`src/rtl/shift_sequencer.sv`:
```
// Multi-cycle SLL/SRL/SRA sequencer: shifts at most STEP bits per cycle instead of a full barrel shifter.
// Latency: out_valid 1 + ceil(shamt/STEP) cycles after accept. Backpressure: holds result in DONE until out_ready.
// Build option SHIFT_SEQ_ROTATE_EN: op 11 becomes ROR; when undefined op 11 decodes as SLL.
module shift_sequencer #(
    parameter int STEP = 4
) (
    input  logic        clk,
    input  logic        rst,
    input  logic        flush,
    input  logic        in_valid,
    output logic        in_ready,
    input  logic [1:0]  in_op,
    input  logic [31:0] in_data,
    input  logic [4:0]  in_shamt,
    output logic        out_valid,
    input  logic        out_ready,
    output logic [31:0] out_data,
    output logic        busy
);

    typedef enum logic [1:0] {IDLE, BUSY, DONE} state_t;

    localparam logic [5:0] STEP_W = 6'(STEP);

    state_t      state, state_nxt;
    logic [31:0] acc, acc_nxt;
    logic [4:0]  rem, rem_nxt;
    logic [1:0]  op, op_nxt;
    logic [4:0]  k;
    logic [31:0] shifted;

    // rem never exceeds 31, so the STEP branch is only taken when STEP <= 31.
    always_comb begin
        k = ({1'b0, rem} < STEP_W) ? rem : 5'(STEP);
    end

    always_comb begin
        case (op)
            2'b01:   shifted = acc >> k;
            2'b10:   shifted = 32'($signed(acc) >>> k);
`ifdef SHIFT_SEQ_ROTATE_EN
            2'b11:   shifted = (acc >> k) | (acc << (6'd32 - {1'b0, k}));
`endif
            default: shifted = acc << k;
        endcase
    end

    always_comb begin
        state_nxt = state;
        acc_nxt   = acc;
        rem_nxt   = rem;
        op_nxt    = op;
        case (state)
            IDLE: begin
                if (in_valid) begin
                    acc_nxt   = in_data;
                    rem_nxt   = in_shamt;
                    op_nxt    = in_op;
                    state_nxt = (in_shamt == 5'd0) ? DONE : BUSY;
                end
            end
            BUSY: begin
                acc_nxt = shifted;
                rem_nxt = rem - k;
                if (rem == k) begin
                    state_nxt = DONE;
                end
            end
            DONE: begin
                if (out_ready) begin
                    state_nxt = IDLE;
                end
            end
            default: state_nxt = IDLE;
        endcase
    end

    // flush drops the operation but deliberately leaves acc (and out_data) untouched.
    always_ff @(posedge clk) begin
        if (rst) begin
            state <= IDLE;
            acc   <= '0;
            rem   <= '0;
            op    <= '0;
        end else if (flush) begin
            state <= IDLE;
            rem   <= '0;
        end else begin
            state <= state_nxt;
            acc   <= acc_nxt;
            rem   <= rem_nxt;
            op    <= op_nxt;
        end
    end

    assign in_ready  = (state == IDLE);
    assign out_valid = (state == DONE);
    assign busy      = (state == BUSY) || (state == DONE);
    assign out_data  = acc;

endmodule

```
`config.mk`:
```
export PLATFORM = sky130hd
export DESIGN_NAME = shift_sequencer
export DESIGN_NICKNAME = d
export VERILOG_FILES = /design/src/rtl/shift_sequencer.sv
export SDC_FILE = /design/constraint.sdc
export NUM_CORES = 1
export LEC_CHECK = 0
export ABC_AREA = 1
export CAP_MARGIN = 20
export CORE_AREA = 2 2 95 97
export CTS_CLUSTER_SIZE = 24
export DETAILED_ROUTE_END_ITERATION = 8
export DIE_AREA = 0 0 97 99
export HOLD_SLACK_MARGIN = 0.08
export PLACE_DENSITY = 0.81
export SYNTH_ARGS = -nofsm -noshare
export SYNTH_HDL_FRONTEND = slang
export SYNTH_SLANG_ARGS = --single-unit
```
`constraint.sdc`:
```
create_clock -name clk -period 2.1 [get_ports clk]
set_clock_uncertainty 0.05 [all_clocks]
set_input_delay 0.315 -clock clk [delete_from_list [all_inputs] [get_ports clk]]
set_output_delay 0.315 -clock clk [all_outputs]
set_load 0.01 [all_outputs]
```
[Word level (Yosys, flattened, before mapping)]
Cells that the tools add are included.
Cells by class
  order comparisons: 1
  div/mod/pow operators: 0
  $mul: 0
  add/sub/neg operators: 1
  shift-type cells: 3
  reduce and logical (&&, ||, !) cells: 9
  multiplexer cells: 11
  bitwise operators: 1
  equal/unequal tests: 8
Operators with widths (count)
  32-bit case mux with 2 select lines: 2
  32-bit 2-to-1 mux: 1
  32-bit by 5-bit left shift with 32-bit output: 1
  32-bit by 5-bit >> shifter with 32-bit output: 1
  32-bit by 5-bit >>> shifter with 32-bit output: 1
  5-bit 2-to-1 mux: 2
  5-bit case mux with 2 select lines: 1
  3-bit AND reduction: 3
  2-bit 2-to-1 mux: 4
  2-bit case mux with 3 select lines: 1
  5-bit equality test: 1
  5-bit logical NOT: 1
  5-bit by 3-bit less-than comparator with 1-bit output (second input constant): 1
  5-bit subtractor: 1
  2-bit by 1-bit equality test with 1-bit output (second input constant): 2
  2-bit equality test (second input constant): 2
  2-bit inequality test (second input constant): 2
  2-bit logical NOT: 1
  2-bit by 1-bit inequality test with 1-bit output (second input constant): 1
  2-bit AND reduction: 1
  2-bit nonzero test: 1
  2-bit OR reduction: 1
  1-bit logical OR: 1
  1-bit inverter: 1
Storage, ports and cells
  ROM bits: 0
  memories: 0
  bits in latches: 0
  memory bits (writable): 0
  word-level logic and storage cells: 38
  register bits: 41
  output and inout port bits: 35
  input port bits: 44

[Depth between registers and ports, before layout]
Gate-level depths: netlist (run 1).
  depth after elaboration: 5
  mapped depth: 13
  depth with buffers taken out: 12

[Least setup slack after synthesis (run 1)]
OpenSTA, ideal clock, no wires.
  path kind: flip-flop to flip-flop
  start point: register op[0]
  end point: register acc[12], in the netlist out_data[12]
  arrival: 1.676 ns
  library setup time: 0.132 ns
  path buffers: 2
  data required time: 1.918 ns
  cell stages (with the launch flop): 13
  clock period less this slack: 1.858 ns
  path slack: 0.242 ns
  cells stage by stage: dfxtp_1 -> inv_1 -> ha_1 -> buf_2 -> inv_1 -> nor2_4 -> inv_2 -> clkbuf_1 -> nor2_1 -> nor2_1 -> nand2_1 -> nand2_1 -> a21oi_1
On the way
  longest elaborated chain between the ends: 3
  elaborated cells on any way between the ends: 4
  classes of those cells: eq/ne (2); mux (2)
Ends and longest elaborated chain
  from (decl): line 28  | logic [1:0] op, op_nxt;
  from (signal assigned): line 92  | op <= op_nxt;
  2-bit equality test or 2-bit by 1-bit equality test with 1-bit output (tied branches): line 38  | case (op)
  32-bit case mux with 2 select lines (*): line 38
  32-bit case mux with 2 select lines (*): line 53  | case (state)
  to (signal assigned): line 90  | acc <= acc_nxt;
  to (decl): line 26  | logic [31:0] acc, acc_nxt;
Mark *: on every way between the ends. The rest lies on a longest branch, timed or not.
A chain may end at the register's enable or synchronous reset.

[Worst setup path after layout (run 1)]
  start point: register rem[4]
  end point: register acc[15], in the netlist out_data[15]
On the way
  longest elaborated chain between the ends: 5
  elaborated cells on any way between the ends: 7
  classes of those cells: order compare (1); shift (3); mux (3)
Ends and longest elaborated chain
  from (decl): line 27  | logic [4:0] rem, rem_nxt;
  from (signal assigned): line 91  | rem <= rem_nxt;
  5-bit by 3-bit less-than comparator with 1-bit output: line 34  | k = ({1'b0, rem} < STEP_W) ? rem : 5'(STEP);
  5-bit 2-to-1 mux (*): line 34
  32-bit by 5-bit left shift with 32-bit output (tied with other cells): line 44  | default: shifted = acc << k;
  32-bit case mux with 2 select lines (*): line 38
  32-bit case mux with 2 select lines (*): line 53
Marks and branches as above.

==> results by group, run 1 <==
Run status
  – Status: complete, no violations

Worst setup path
  – Critical Path Start Type: register
  – CP max FO: 19
  – Worst r2r src: rem[4]
  – Critical path class: reg2reg
  – Arr. time, crit path: ~2200 ps
  – Crit path capture: out_data[15]
  – CP Data Required Time: 2300 ps
  – Crit-path cells: nor2_4 > buf_12 > nand2_4 > nand2_2 > inv_2 > nand3_1 > nand2_1 > inv_1 > nand3_1 > nand2_1 > a21oi_1
  – Max incr delay on CP: 410 ps
  – Crit path from: rem[4]
  – Reg2Reg Depth: 11
  – Crit Reg-Reg Endpoint: out_data[15]
  – CP max stage cell: dfxtp_1
  – R2R Setup Slk: roughly 93 ps
  – Kind of end point of the critical path: register

Placed design
  – PortBufs: 78
  – Final GP Congestion: 0.9587
  – Detailed placement HPWL: between 10000 and 15000 um
  – Area after DPL: 5527 um2

Route
  – WL met2: 7422 um
  – Max layer used: met4
  – Post-Route WL: 16330 um
  – Routed via count: 6202
  – Avg WL per Cell: about 16 um
  – DRT iter0 DRCs: between 600 and 700
  – DRT antenna net count: 0
  – Vias/cell: 6.004
  – Met3 wire length: 1780 um
  – WL met1: 6749 um
  – # DRC: 0
  – TritonRoute pass-1 iters: 7

Clocking
  – Clock edge transition at the registers on the reported setup and hold paths: 90 ps
  – TritonCTS buffer count: 5
  – # hold bufs at CTS: 0
  – CTS Root Buffer Type: clkbuf_8
  – Post_cts resized: 0
  – CTS tree: done
  – Post-CTS setup buffer count: 0
  – Clk_lat worst skew: a little over 300 ps
  – TritonCTS sink count: 41
  – Htree depth: 2
  – CTS Buffer Depth: 2

Logic synthesis
  – Synth Area in Compound Gates: 10.65%
  – Post-synth EDFFs: 0
  – Synth Cell Area: 4606 um2
  – Most used DFF post-synth: dfxtp_1
  – Ys async rst share: 0%
  – FF+latch count, synth: 41
  – Xor/xnor cell area share of the yosys netlist: 0%
  – Synthesized instance count: 870
  – Yosys top cell area share: a little under a quarter
  – Largest family of logic cells by synthesized area: simple AND/OR/NAND/NOR gates
  – Synthesized Nets: 920
  – Mux contribution to synthesized area: 0%
  – Post-synthesis sequential area ratio: 17.82%
  – Largest cells by area after synthesis: nand3_1 (23%), nand2_1 (20%), dfxtp_1 (18%)
  – Ys Warns: 0
  – Avg Inst Size Synth: 5.294 um2
  – Cell taking the most area after synthesis: nand3_1
  – Number of distinct library cells after synthesis: 31
  – Area share of fa/ha/maj cells after synthesis: 1.630%
  – Synth Area in Simple Gates: 58.25%

Layout
  – Final Cell Area: 5670 um2
  – ANT cells: 0
  – Number of fill cells: about 860
  – Layout area overhead: 23.12%
  – Area of the multi-input gates: 3266 um2
  – Final nets: 974
  – Commonest non-fill, non-tap cell in the layout: nand2_1
  – Commonest cells after routing, fill and taps aside: nand2_1 (244), nand3_1 (208), nor2_1 (102)
  – Share of layout cells above drive strength 1: 5.946%
  – Register area: 820.8 um2

Power and ir drop
  – Total power: ~3.1 mW
  – Pleak: 2.403 nW
  – VDD IR max: around 0.33 mV
  – Pwr per Cell Area: 552.2 nW/um2

Floorplan
  – Core Area: between 8000 and 9000 um2
  – Row count: 34
  – Die X: 97 um
  – IO Count: 79
  – Initial Utilization: 53.86%
  – Die ar.: 9603 um2
  – Die Y: 99 um

STA
  – RSZ-0062 raised after global routing: false
  – Final min period: roughly 2000 ps
  – Part of the cycle the worst path needs: between 90% and 100%
  – # setup viols final: 0
  – Slew Limit Fails: 0
  – Final Hold Vio Count: 0
  – Setup TNS: 0 ps
  – FMAX: 498.3 MHz

Global route
  – Global-route wire length before repair: 27010 um
  – Initial antenna violation count: 0
  – Pin count of the biggest net entering global routing: 62
  – GRT Total Usage: 33.39%
  – Vias in the first global route: approximately 5700
  – Total grt overflow: 0

Hold path
  – Hold_sp: out_data[5]
  – HP Class: reg2reg

Run
  – Max-Cap Viols: 0
## routing by layer
layer / track usage (%) / vias up
met5: 0 / -
met4: 11.05 / 0
met3: 5.035 / 44
met2: 55.13 / 416
met1: 44.87 / 2736
li1: - / 3006
## synthesized netlist by cell type, types with 5 or more instances
| cell type | count |
|---|---|
| buf_2 | 27 |
| clkbuf_1 | 23 |
| inv_2 | 6 |
| a211oi_1 | 5 |
| nor2_1 | 103 |
| nand4_1 | 39 |
| o21ai_1 | 9 |
| o21ai_0 | 16 |
| nand2_1 | 245 |
| nand3_1 | 208 |
| inv_1 | 58 |
| ha_1 | 6 |
| a21oi_1 | 58 |
| dfxtp_1 | 41 |
## cells by family (layout without fill, tap and decap cells)
group / count (synthesis) / after routing
AOI/OAI and AO/OA: 93 / 93
and+or+nand+nor: 605 / 605
adders and majority gates: 6 / 6
other: 1 / 1
DFF: 41 / 41
buffers and inverters: 124 / 179
## area by class of cell
type,instances,share of cell area [%]
clock buffer,5,1.214
timing repair buffer,107,18.93
sequential,41,14.47
tap,108,2.383
inverter,64,4.259
clock inverter,3,1.147
multi-input combinational,705,57.59
## flip-flops by register name, indices dropped and copies added, names as in the netlist
name	cells
op	2
state	2
rem	5
out_data	32
## worst min path at each step
stage                               to  slack [ps]  depth (start not counted)
after global routing      out_data[21]         470                          2
after CTS                        op[0]         440                          2
after floorplan                  op[1]         400                          2
after global placement           op[1]         420                          2
final                      out_data[5]         440                          2
after detailed placement   out_data[5]         430                          2
## worst max-delay path: cells and delay by family (launching register included)
family | cells | cell delay (ps)
AND/OR/NAND/NOR | 7 | 840
AO/OA/AOI/OAI | 1 | 120
flip-flops | 1 | 410
buffers and inverters | 3 | 530
## where the power goes
part	internal (mW)	leakage, nW	total, mW	switching, mW
clock network	0.473	0.0681	0.799	0.326
logic	0.543	2.00	1.43	0.891
registers	0.831	0.335	0.898	0.0669
total	1.85	2.40	3.13	1.28
## stage by stage
step | setup slack, ps | std cells | util [%] | hold slack, ps
after floorplan | 241.9 | 870 | - | 400.7
after global placement | 171.1 | 1025 | 64.63 | 416.9
after detailed placement | 103.5 | 1025 | 64.63 | 425.3
after CTS | 93.62 | 1033 | 66.20 | 438.3
after global routing | 5.770 | 1033 | 66.32 | 467.1
final | 93.22 | 1033 | 66.32 | 436.6
Note: power is estimated with default switching activity, not from simulation.
==> run 2, diff against run 1 <==
- PLACE_DENSITY: 0.81 -> 0.91
==> results by group, run 2 (synthesis results as in run 1) <==
Route
  – Post-Route WL: 15480 um (-5.2%)
  – DRT iter0 DRCs: 713 (+18%)
  – # DRC: 0 (unchanged)
  – DRT antenna net count: 0 (unchanged)
  – Vias/cell: 6.006 (about the same)
  – Avg WL per Cell: 14.95 um (-5.4%)
  – TritonRoute pass-1 iters: 7 (unchanged)
  – Routed via count: 6216 (+0.23%)

Worst setup path
  – Critical Path Start Type: register
  – Crit path top cell by count: nand2_1
  – Arr. time, crit path: 2090 ps (-120 ps)
  – Crit-path cells: nor2_4 > nand3_2 > inv_2 > buf_4 > nand3_1 > nand3_1 > nand2_1 > nor2_1 > nand2_1 > nand2_1 > a21oi_1
  – CP Data Required Time: 2250 ps (-50 ps)
  – Max incr delay on CP: 350 ps (-60 ps)
  – CP max FO: 28 (+9)
  – CP max stage cell: dfxtp_1
  – Kind of end point of the critical path: register
  – Critical path class: reg2reg

Layout
  – Commonest cells after routing, fill and taps aside: nand2_1 (244), nand3_1 (208), nor2_1 (103)
  – ANT cells: 0 (unchanged)
  – Share of layout cells above drive strength 1: 6.041% (+0.095 points)
  – Final nets: 976 (+0.21%)
  – Max reg flops: 32 (unchanged)
  – Commonest non-fill, non-tap cell in the layout: nand2_1
  – Core Util, Final: 65.80% (-0.51 points)
  – Fin cells: 1035 (+0.19%)
  – Layout area overhead: 22.17%

STA
  – FMAX: 516.1 MHz (+3.6%)
  – Slew Limit Fails: 0 (unchanged)
  – Setup TNS: 0 ps (unchanged)
  – Part of the cycle the worst path needs: 92.27% (-3.3 points)
  – Worst setup margin: 162.4 ps (+69.19 ps)
  – Final Hold Vio Count: 0 (unchanged)
  – # setup viols final: 0 (unchanged)
  – RSZ-0062 raised after global routing: false
  – Final min period: 1938 ps (-69.19 ps)

Global route
  – M3 GR Usage: 4.965% (-0.071 points)
  – Global-route wire length before repair: 25810 um (-4.4%)
  – GRT Total Usage: 31.84% (-1.5 points)
  – Total grt overflow: 0 (unchanged)
  – Vias in the first global route: 5579 (-1.6%)
  – Busiest grt layer: met2
  – Met1 global-route usage: 42.20% (-2.7 points)
  – Initial antenna violation count: 0 (unchanged)
  – Pin count of the biggest net entering global routing: 62 (unchanged)
  – Met2 usage: 51.82% (-3.3 points)

Placed design
  – PortBufs: 78 (unchanged)
  – Pre-CTS setup slack: 144.9 ps (+41.47 ps)
  – Dpl cells: 1027 (+0.20%)
  – Detailed placement HPWL: 10820 um (-4.9%)
  – Final GP Congestion: 0.9791 (+2.1%)

Clocking
  – CTS Buffer Depth: 2 (unchanged)
  – CTS tree: done
  – Htree depth: 2 (unchanged)
  – Clk_lat worst skew: 320 ps (about the same)
  – # hold bufs at CTS: 0 (unchanged)
  – Post-CTS setup buffer count: 0 (unchanged)
  – Clock edge transition at the registers on the reported setup and hold paths: 100 ps (about the same)
  – TritonCTS sink count: 41 (unchanged)
  – TritonCTS buffer count: 5 (unchanged)
  – CTS Root Buffer Type: clkbuf_8

Power and ir drop
  – Pwr per Cell Area: 515.5 nW/um2 (-6.6%)
  – Total power: 2.901 mW (-7.4%)
  – Pleak: 2.377 nW (-1.1%)
  – VDD IR max: 0.3208 mV (-3.0%)

Run
  – Max-Cap Viols: 0 (unchanged)

Floorplan
  – Initial Utilization: 53.86% (unchanged)
  – Die X: 97 um (unchanged)
  – Die ar.: 9603 um2 (unchanged)
  – Core Area: 8551 um2 (unchanged)
  – IO Count: 79 (unchanged)
  – Die Y: 99 um (unchanged)
  – Row count: 34 (unchanged)

Hold path
  – HP Class: reg2reg

Run status
  – Status: complete, no violations
[run 2: final timing paths]
kind                from            to  slack (ps)  cells after the start
max               rem[3]  out_data[16]         160                     11
min          out_data[3]   out_data[3]         440                      2
max reg2reg       rem[3]  out_data[16]         160                     11
min reg2reg  out_data[3]   out_data[3]         440                      2
[run 2: per-stage QoR]
step / hold slack [ps] / cell area, um2
2_1_floorplan: 400.7 / 4606
3_3_place_gp: 415.4 / 5529
3_5_place_dp: 421.5 / 5529
4_1_cts: 434.8 / 5620
5_1_grt: 452.4 / 5627
6_report: 438.8 / 5627
[run 2: what timing repair did]
item,CTS,global route
hold endpoints to repair,0,0
resized for setup,0,3
endpoints found under the setup margin,0,4
[run 2: power breakdown]
group	total (mW)	switching (mW)	internal, mW
Combinational	1.42	0.880	0.544
Clock	0.581	0.347	0.234
Sequential	0.895	0.0637	0.831
[run 2: critical path, delay by kind of cell, from the launching register on]
kind | cells | cell delay [ps]
buf+inv | 2 | 420
flops | 1 | 350
compound gates | 1 | 50
simple gates | 8 | 940
[run 2: final cells by class]
cell class	count	area (um2)
flip-flops and latches	41	820.8
clock buffers	5	68.82
repair buffers	109	1076
multi-input cells	705	3263
fillers	819	2924
clock inverters	3	22.52
well taps	108	135.1
inverters	64	240.2
[run 2: layer usage]
| layer | wire length [um] | up-vias |
|---|---|---|
| met1 | 6301 | 2719 |
| met2 | 6973 | 399 |
| met4 | 507 | 0 |
| met3 | 1693 | 69 |
| met5 | 0 | - |
| li1 | - | 3029 |
